$ cat src/rtl/palette_pkg.sv
// palette_pkg: shared scene, palette-select and sequencer-state types
// Imported by palette_scene_sequencer and rgb_fader.
package palette_pkg;
  typedef enum logic [1:0] {START = 2'd0, MAP = 2'd1, COLLISION = 2'd2} scene_e;
  typedef enum logic [1:0] {IDLE, FADE_OUT, SWAP, FADE_IN} seq_state_e;
  localparam logic [1:0] SEL_SPRITE    = 2'd0;
  localparam logic [1:0] SEL_MAP       = 2'd1;
  localparam logic [1:0] SEL_COLLISION = 2'd2;
  localparam logic [1:0] SEL_START     = 2'd3;
endpackage

$ cat src/rtl/palette_scene_sequencer_rgb_fader.sv
// rgb_fader: combinational scaler, each 8-bit channel becomes (c * level) >> SHIFT
// Ports: color (24-bit {R,G,B}), level (0..2^SHIFT), faded (24-bit result).
module rgb_fader
  import palette_pkg::*;
#(
  parameter int SHIFT = 3
) (
  input  logic [23:0] color,
  input  logic [3:0]  level,
  output logic [23:0] faded
);
  for (genvar i = 0; i < 3; i++) begin : g_ch
    logic [11:0] prod;
    assign prod = {4'd0, color[8*i +: 8]} * {8'd0, level};
    assign faded[8*i +: 8] = 8'(prod >> SHIFT);
  end
endmodule

$ cat src/rtl/palette_scene_sequencer.sv
// palette_scene_sequencer: per-pixel palette select, frame-aligned scene switching with fade, registered VGA colour
// Ports: Clk, Reset_n (sync, active low); frame_start, pixel_valid, sprite_hit, sprite_idx;
//   mode_req/mode_req_valid/mode_req_ready scene request handshake; select -> palette mux -> thecolor;
//   rgb/rgb_valid to VGA (2-cycle latency); scene, busy status.
// Build option: define PALETTE_FADE_EN for the fade-out/fade-in transition; without it scenes swap directly.
module palette_scene_sequencer
  import palette_pkg::*;
#(
  parameter int         FADE_STEPS      = 8,
  parameter int         STEP_FRAMES     = 2,
  parameter logic [3:0] TRANSPARENT_IDX = 4'd0
) (
  input  logic        Clk,
  input  logic        Reset_n,
  input  logic        frame_start,
  input  logic        pixel_valid,
  input  logic        sprite_hit,
  input  logic [3:0]  sprite_idx,
  input  logic [1:0]  mode_req,
  input  logic        mode_req_valid,
  output logic        mode_req_ready,
  output logic [1:0]  select,
  input  logic [23:0] thecolor,
  output logic [23:0] rgb,
  output logic        rgb_valid,
  output logic [1:0]  scene,
  output logic        busy
);
  if (FADE_STEPS < 2 || FADE_STEPS > 8 || (FADE_STEPS & (FADE_STEPS - 1)) != 0 ||
      STEP_FRAMES < 1 || STEP_FRAMES > 15) begin : g_bad_params
    $error("palette_scene_sequencer: FADE_STEPS or STEP_FRAMES out of range");
  end
  seq_state_e  state;
  logic [1:0]  pending;
  logic        pv_d;
  logic [23:0] faded;
  assign mode_req_ready = state == IDLE;
  assign busy = state != IDLE;
`ifdef PALETTE_FADE_EN
  localparam logic [3:0] FULL      = 4'(FADE_STEPS);
  localparam logic [3:0] STEP_LAST = 4'(STEP_FRAMES - 1);
  logic [3:0] level, frame_cnt;
  logic       step_done;
  assign step_done = frame_start && frame_cnt == STEP_LAST;
  // Scene and level only move on frame_start, so nothing changes mid-frame.
  always_ff @(posedge Clk)
    if (!Reset_n) begin
      state <= IDLE;
      pending <= START;
      scene <= START;
      level <= FULL;
      frame_cnt <= '0;
    end else case (state)
      IDLE: if (mode_req_valid) begin
        pending <= mode_req;
        if (mode_req != scene && mode_req != 2'd3) begin
          state <= FADE_OUT;
          frame_cnt <= '0;
        end
      end
      FADE_OUT: if (frame_start) begin
        frame_cnt <= step_done ? '0 : frame_cnt + 4'd1;
        if (step_done) begin
          level <= level - 4'd1;
          if (level == 4'd1) state <= SWAP;
        end
      end
      SWAP: if (frame_start) begin
        scene <= pending;
        frame_cnt <= '0;
        state <= FADE_IN;
      end
      FADE_IN: if (frame_start) begin
        frame_cnt <= step_done ? '0 : frame_cnt + 4'd1;
        if (step_done) begin
          level <= level + 4'd1;
          if (level == FULL - 4'd1) state <= IDLE;
        end
      end
      default: state <= IDLE;
    endcase
  rgb_fader #(.SHIFT($clog2(FADE_STEPS))) u_fader (
    .color(thecolor),
    .level(level),
    .faded(faded)
  );
`else
  always_ff @(posedge Clk)
    if (!Reset_n) begin
      state <= IDLE;
      pending <= START;
      scene <= START;
    end else case (state)
      IDLE: if (mode_req_valid) begin
        pending <= mode_req;
        if (mode_req != scene && mode_req != 2'd3) state <= SWAP;
      end
      SWAP: if (frame_start) begin
        scene <= pending;
        state <= IDLE;
      end
      default: state <= IDLE;
    endcase
  assign faded = thecolor;
`endif
  // Stage 1 registers select (thecolor follows it combinationally); stage 2 registers the faded colour.
  always_ff @(posedge Clk)
    if (!Reset_n) begin
      select <= SEL_START;
      pv_d <= 1'b0;
      rgb_valid <= 1'b0;
      rgb <= '0;
    end else begin
      select <= scene == START ? SEL_START :
                (sprite_hit && sprite_idx != TRANSPARENT_IDX) ? SEL_SPRITE :
                scene == MAP ? SEL_MAP : SEL_COLLISION;
      pv_d <= pixel_valid;
      rgb_valid <= pv_d;
      rgb <= faded;
    end
endmodule

$ cat config.mk
export PLATFORM = sky130hd
export DESIGN_NAME = palette_scene_sequencer
export DESIGN_NICKNAME = d
export VERILOG_FILES = /design/src/rtl/palette_pkg.sv /design/src/rtl/palette_scene_sequencer_rgb_fader.sv /design/src/rtl/palette_scene_sequencer.sv
export SDC_FILE = /design/constraint.sdc
export NUM_CORES = 1
export LEC_CHECK = 0
export ABC_AREA = 0
export CAP_MARGIN = 20
export CORE_UTILIZATION = 34
export CTS_BUF_LIST = sky130_fd_sc_hd__clkbuf_8 sky130_fd_sc_hd__clkbuf_16
export DETAILED_ROUTE_END_ITERATION = 10
export GPL_TIMING_DRIVEN = 0
export HOLD_SLACK_MARGIN = 0.1
export PLACE_DENSITY = 0.88
export SYNTH_ARGS = -nofsm -noshare
export SYNTH_HDL_FRONTEND = slang
export SYNTH_SLANG_ARGS = --single-unit
$ cat constraint.sdc
create_clock -name Clk -period 1.2 [get_ports Clk]
set_input_delay 0.24 -clock Clk [delete_from_list [all_inputs] [get_ports Clk]]
set_output_delay 0.24 -clock Clk [all_outputs]
set_load 0.005 [all_outputs]
==> impl_results.md, run 1 <==
* Outcome: finished, final reports clean
* Net count, final at 197
* Worst Max-Slew Pin Slew at 0.306 ns
* Wirelength, routed at 2450 um
* # setup viols final at 0
* Mapped Area at 998 sq um
* Routed vias/inst at 4.60
* Area Growth Syn to Fin at 74.6%
* Metal3 WL at 228 um
* Critical Path Source: sprite_idx[0]
* Worst clock skew at 0.00228 ns
* Reg2reg start: state[1]
* Instance count of the mapped netlist at 88
* Synth cell types at 17
* Maximum root-to-sink buffer count at 2
* DP Wirelength at 1910 um
* Final period utilization at 98.5%
* DRT Pass-1 Iters at 3
* Cts hold-fix bufs at 0
* Worst slack, placed at -0.345 ns
* Overall power at 2.14 mW
* Worst-Skew Late Latency at 0.27 ns
* Unrepaired setup endpoints after global routing: false
* CP Class: input pin to register
* Syn_area_per_cell at 11.3 sq um
* Critical Path AT at 1.39 ns
* Commonest non-fill, non-tap cells in the layout: dlygate4sd2_1 (33), clkdlybuf4s50_1 (32), dfxtp_1 (30)
* Max incr delay on CP at 0.42 ns
* Fmax at 846 MHz
* WL/cell at 12.8 um
* Congestion Overflow GR at 0
* Sequential share of the synthesized area at 66.2%
* Uppermost layer routed: met4
* Vias at 878
* Met2 WL at 1300 um
* Area leader, netlist: dfxtp_1
* Top-area cell type share of the netlist area at 66.2%
* Antenna-violating nets left at 0
* Initial antenna violation count at 0
* Worst-path cell chain: clkdlybuf4s50_1 > or4_4 > nand3_1 > o21ai_0 > nand2_1
* Placer Congestion at 0.739
* Fin. max-slew vios at 0
* Number of DRC markers in iteration 0 at 12
* PortBufs at 66
* Core outline area at 2760 sq um
* Data required, critical path at 1.41 ns
* Startpoint type of the worst setup path: input pin
* Slew headroom at 79.6%
* Maximum vdd drop at 1.13 mV
* Crit-path slowest cell: clkdlybuf4s50_1
* Share of cells above drive strength 1 at 8.75%
* Worst Setup End Kind: register
* Area of the multi-input gates at 315 sq um
* Total track usage at 17.8%
* CTS Buf Count at 5
* Worst hold path class: register to register
* Largest cells by area after synthesis: dfxtp_1 (66%), and2_1 (16%), mux2i_1 (2.0%)
* Post-CTS Setup Repair Bufs at 0
* Power density cells at 1230 nW/um^2
* Floorplan row count at 19
* Hold path start: pv_d
* Die Area at 3160 sq um
* Most common cell after layout, fill and taps aside: dlygate4sd2_1
* # diodes at 0
* Setup ws final at 0.0183 ns
* Storage cell area at 672 sq um
* Fill count at 232
* Top Ports at 67
* Fin crit period at 1.18 ns
* Die Wd at 56.2 um
* WHS Path Cells at 1
* Final worst hold slack at 0.435 ns
* Lkg Pwr at 0.780 nW
* Setup tns final at 0 ns
* Vias in the first global route at 932
* H-tree depth at 2
* Clock transition at path regs at 0.06 ns
* Ys Warns at 0
* Starting Density at 36.2%
* M1 WL at 870 um
* Critical Path Fanout Max at 2
* Final Hold Violating Endpoints at 0
* Layout Cells excl Fill at 191
* DIE HEIGHT at 56.2 um
* First-pass GRT wire length at 4170 um
* Reg2reg path depth at 3
* DRC at 0
* CTS root buffer: clkbuf_8
* CTS tree: built
* Max cap viols at 0
* Synth Register Bits at 33
* Placed insts at 185
* Clk sinks at 33
* Largest net degree at the start of global routing at 11
* Mapped Nets at 124
-- power by group --
group          total [mW]  internal (mW)  switching (mW)
clock               0.725          0.380           0.345
combinational       0.255          0.180          0.0753
sequential           1.16           1.15          0.0164
-- layer usage --
metal  vias to the layer above  track usage (%)
met5                         -                0
met4                         0             7.67
met3                         8             8.14
met2                        49             31.3
met1                       397             18.1
li1                        424                -
-- area by class of cell --
class / count / share of cell area (%)
Buffer: 3 / 0.718
Clock buffer: 5 / 3.95
Clock inverter: 1 / 0.287
Inverter: 3 / 0.646
Multi-Input combinational cell: 49 / 18.1
Sequential cell: 33 / 38.5
Tap cell: 31 / 2.23
Timing Repair Buffer: 66 / 35.5
-- critical path, delay by kind of cell --
family / cells / cell delay (ns)
compound gates: 1 / 0.11
simple gates: 3 / 0.62
buf+inv: 1 / 0.42
-- through the flow --
stage	instance area [sq um]	utilization (%)
2_1_floorplan	998	-
3_3_place_gp	1700	61.6
3_5_place_dp	1700	61.6
4_1_cts	1740	63.1
5_1_grt	1740	63.2
6_report	1740	63.2
-- registers in the layout, summed over array words and instances (netlist names) --
| name | flops |
|---|---|
| rgb_valid | 1 |
| state | 1 |
| select | 2 |
| scene | 2 |
| pv_d | 1 |
| pending | 2 |
| rgb | 24 |
-- cell usage after synthesis (all sizes together) --
cell	n
clkbuf	3
nand2	4
o22ai	1
nor3b	1
inv	3
a21oi	2
mux2i	2
and2	26
dfxtp	33
or4	1
nor2b	3
nand3	3
a21boi	2
and3	1
o21ai	2
a31o	1
-- kinds of logic after synthesis --
| logic type | Yosys count | synth area share, % |
|---|---|---|
| buf+inv | 6 | 2.26 |
| simple gates | 39 | 24.2 |
| mux | 2 | 2.01 |
| flops | 33 | 66.2 |
| compound gates | 8 | 5.39 |
-- what timing repair did --
action | 4_1_cts | 5_1_grt
gates resized for setup | 40 | 3
endpoints found under the hold margin | 0 | 0
endpoints found under the setup margin | 33 | 11
pin swaps | 3 | 0
-- path summary, 6_finish.rpt --
| path | endpoint | slack (ns) |
|---|---|---|
| worst max-delay path | select[1] | 0.02 |
| worst min register to register | rgb_valid | 0.43 |
| worst max register to register | pending[0] | 0.17 |
| worst min-delay path | rgb_valid | 0.43 |
No activity file was read; power rests on OpenSTA's default activity.
==> inputs of run 2 (changes only) <==
==> constraint.sdc (replaced) <==
create_clock -name Clk -period 1.3 [get_ports Clk]
set_input_delay 0.26 -clock Clk [delete_from_list [all_inputs] [get_ports Clk]]
set_output_delay 0.26 -clock Clk [all_outputs]
set_load 0.005 [all_outputs]
==> impl_results.md, run 2 (synthesized netlist as in run 1, its figures left out) <==
* Share of cells above drive strength 1 at 8.13%
* CP Class: input pin to register
* Worst clock skew at 0.00188 ns
* Area Growth Syn to Fin at 74.7%
* WL/cell at 13.0 um
* Fill count at 228
* Starting Density at 36.2%
* Post-DP Area at 1700 sq um
* Worst slack, placed at -0.265 ns
* Final period utilization at 96.8%
* Power density cells at 1140 nW/um^2
* Most common cell after layout, fill and taps aside: clkdlybuf4s50_1
* Hold path start: pv_d
* DIE HEIGHT at 56.2 um
* Crit path max-delay family: simple AND/OR/NAND/NOR gates
* Commonest non-fill, non-tap cells in the layout: clkdlybuf4s50_1 (35), dlygate4sd2_1 (31), dfxtp_1 (30)
* Top Ports at 67
* Layout Cells excl Fill at 191
* Worst-Skew Late Latency at 0.27 ns
* Reg2reg start: state[1]
* Net count, final at 197
* PortBufs at 66
* Startpoint type of the worst setup path: input pin
* Routed vias/inst at 4.53
* CP bufs+invs at 1
* Slew headroom at 78.5%
* H-tree depth at 2
* Lkg Pwr at 0.771 nW
* CTS Buf Count at 5
* Total track usage at 18.0%
* Outcome: finished, final reports clean
* Die Wd at 56.2 um
* Maximum vdd drop at 1.04 mV
* Placed insts at 185
* Die Area at 3160 sq um
* Initial antenna violation count at 0
* Max cap viols at 0
* Maximum root-to-sink buffer count at 2
* Post-CTS Setup Repair Bufs at 0
* DRT Pass-1 Iters at 3
* Final Cell Area at 1740 sq um
* Worst Setup End Kind: register
* Worst-path cell chain: clkdlybuf4s50_1 > or4_4 > and3_4 > o21ai_2
* Crit-path slowest cell: or4_4
* Fin crit period at 1.26 ns
* R2R Setup Slk at 0.27 ns
* Vias at 866
* Largest net degree at the start of global routing at 11
* WHS Path Cells at 1
* Worst Max-Slew Pin Slew at 0.323 ns
* CTS tree: built
* Final worst hold slack at 0.435 ns
* Data required, critical path at 1.51 ns
* Clk sinks at 33
* Antenna-violating nets left at 0
* Hold endpoint: rgb_valid
* Setup ws final at 0.0414 ns
* Congestion Overflow GR at 0
* Core outline area at 2760 sq um
* Fmax at 795 MHz
* Floorplan row count at 19
* Largest reg by FF count: rgb
* Number of DRC markers in iteration 0 at 11
* First-pass GRT wire length at 4220 um
* Worst flop-to-flop path endpoint: pending[0]
* Setup tns final at 0 ns
* Critical Path AT at 1.46 ns
* Fin. max-slew vios at 0
* Reg2reg path depth at 3
* CTS root buffer: clkbuf_8
* Clock transition at path regs at 0.06 ns
* DRC at 0
* Unrepaired setup endpoints after global routing: false
* Max reg flops at 24
* Max incr delay on CP at 0.52 ns
* Final Hold Violating Endpoints at 0
* Critical Path Fanout Max at 2
* Wirelength, routed at 2480 um
* Cts hold-fix bufs at 0
* Placer Congestion at 0.739
* # diodes at 0
* DP Wirelength at 1910 um
* Vias in the first global route at 935
* Worst hold path class: register to register
* # setup viols final at 0
-- run 2: final cells by class --
| class | count | area, sq um | area share [%] |
|---|---|---|---|
| Buffer | 3 | 11.3 | 0.646 |
| Clock buffer | 5 | 68.8 | 3.95 |
| Clock inverter | 1 | 5.00 | 0.287 |
| Inverter | 3 | 11.3 | 0.646 |
| Multi-Input combinational cell | 49 | 315 | 18.1 |
| Sequential cell | 33 | 672 | 38.5 |
| Tap cell | 31 | 38.8 | 2.22 |
| Timing Repair Buffer | 66 | 622 | 35.7 |
-- run 2: through the flow --
| step | util [%] | total power, mW |
|---|---|---|
| 4_1_cts | 63.2 | 2.01 |
| 3_5_place_dp | 61.6 | 1.37 |
| 6_report | 63.2 | 1.98 |
| 3_3_place_gp | 61.6 | 1.36 |
| 5_1_grt | 63.2 | 2.09 |
| 2_1_floorplan | - | 1.16 |
-- run 2: how the worst max path moves through the flow --
stage                       start  depth (start not counted)        end  slack (ns)
floorplan           sprite_idx[1]                          3  select[0]        0.19
global placement    sprite_idx[1]                          4  select[0]       -0.23
detailed placement  sprite_idx[1]                          4  select[0]       -0.27
CTS                 sprite_idx[0]                          4  select[0]        0.02
global route        sprite_idx[1]                          4  select[0]        0.03
finish              sprite_idx[0]                          4  select[0]        0.04
-- run 2: where the power goes --
group          switching [mW]  leakage, nW  internal (mW)
combinational          0.0698        0.456          0.169
clock                   0.319       0.0399          0.351
sequential             0.0151        0.276           1.06
total                   0.404        0.771           1.58
-- run 2: per-layer routing --
layer  global-route usage [%]  up-vias  share of wire (%)
li1                         -      423                  -
met1                     18.5      392                 36
met2                     31.6       45                 53
met3                     8.14        6                9.2
met4                     7.32        0                1.8
met5                        0        -                  0
-- run 2: timing repair --
action / 4_1_cts / 5_1_grt
endpoints found under the setup margin: 31 / 2
pin swaps: 0 / 1
resized for setup: 37 / 1
==> inputs of run 3 (changes only) <==
--- a/config.mk
+++ b/config.mk
@@ -7,6 +7,7 @@
 export LEC_CHECK = 0
 export ABC_AREA = 0
 export CAP_MARGIN = 20
+export CORE_MARGIN = 1
 export CORE_UTILIZATION = 34
 export CTS_BUF_LIST = sky130_fd_sc_hd__clkbuf_8 sky130_fd_sc_hd__clkbuf_16
 export DETAILED_ROUTE_END_ITERATION = 10
==> results of run 3 <==
Final layout, timing and power as in run 2 (identical DEF).
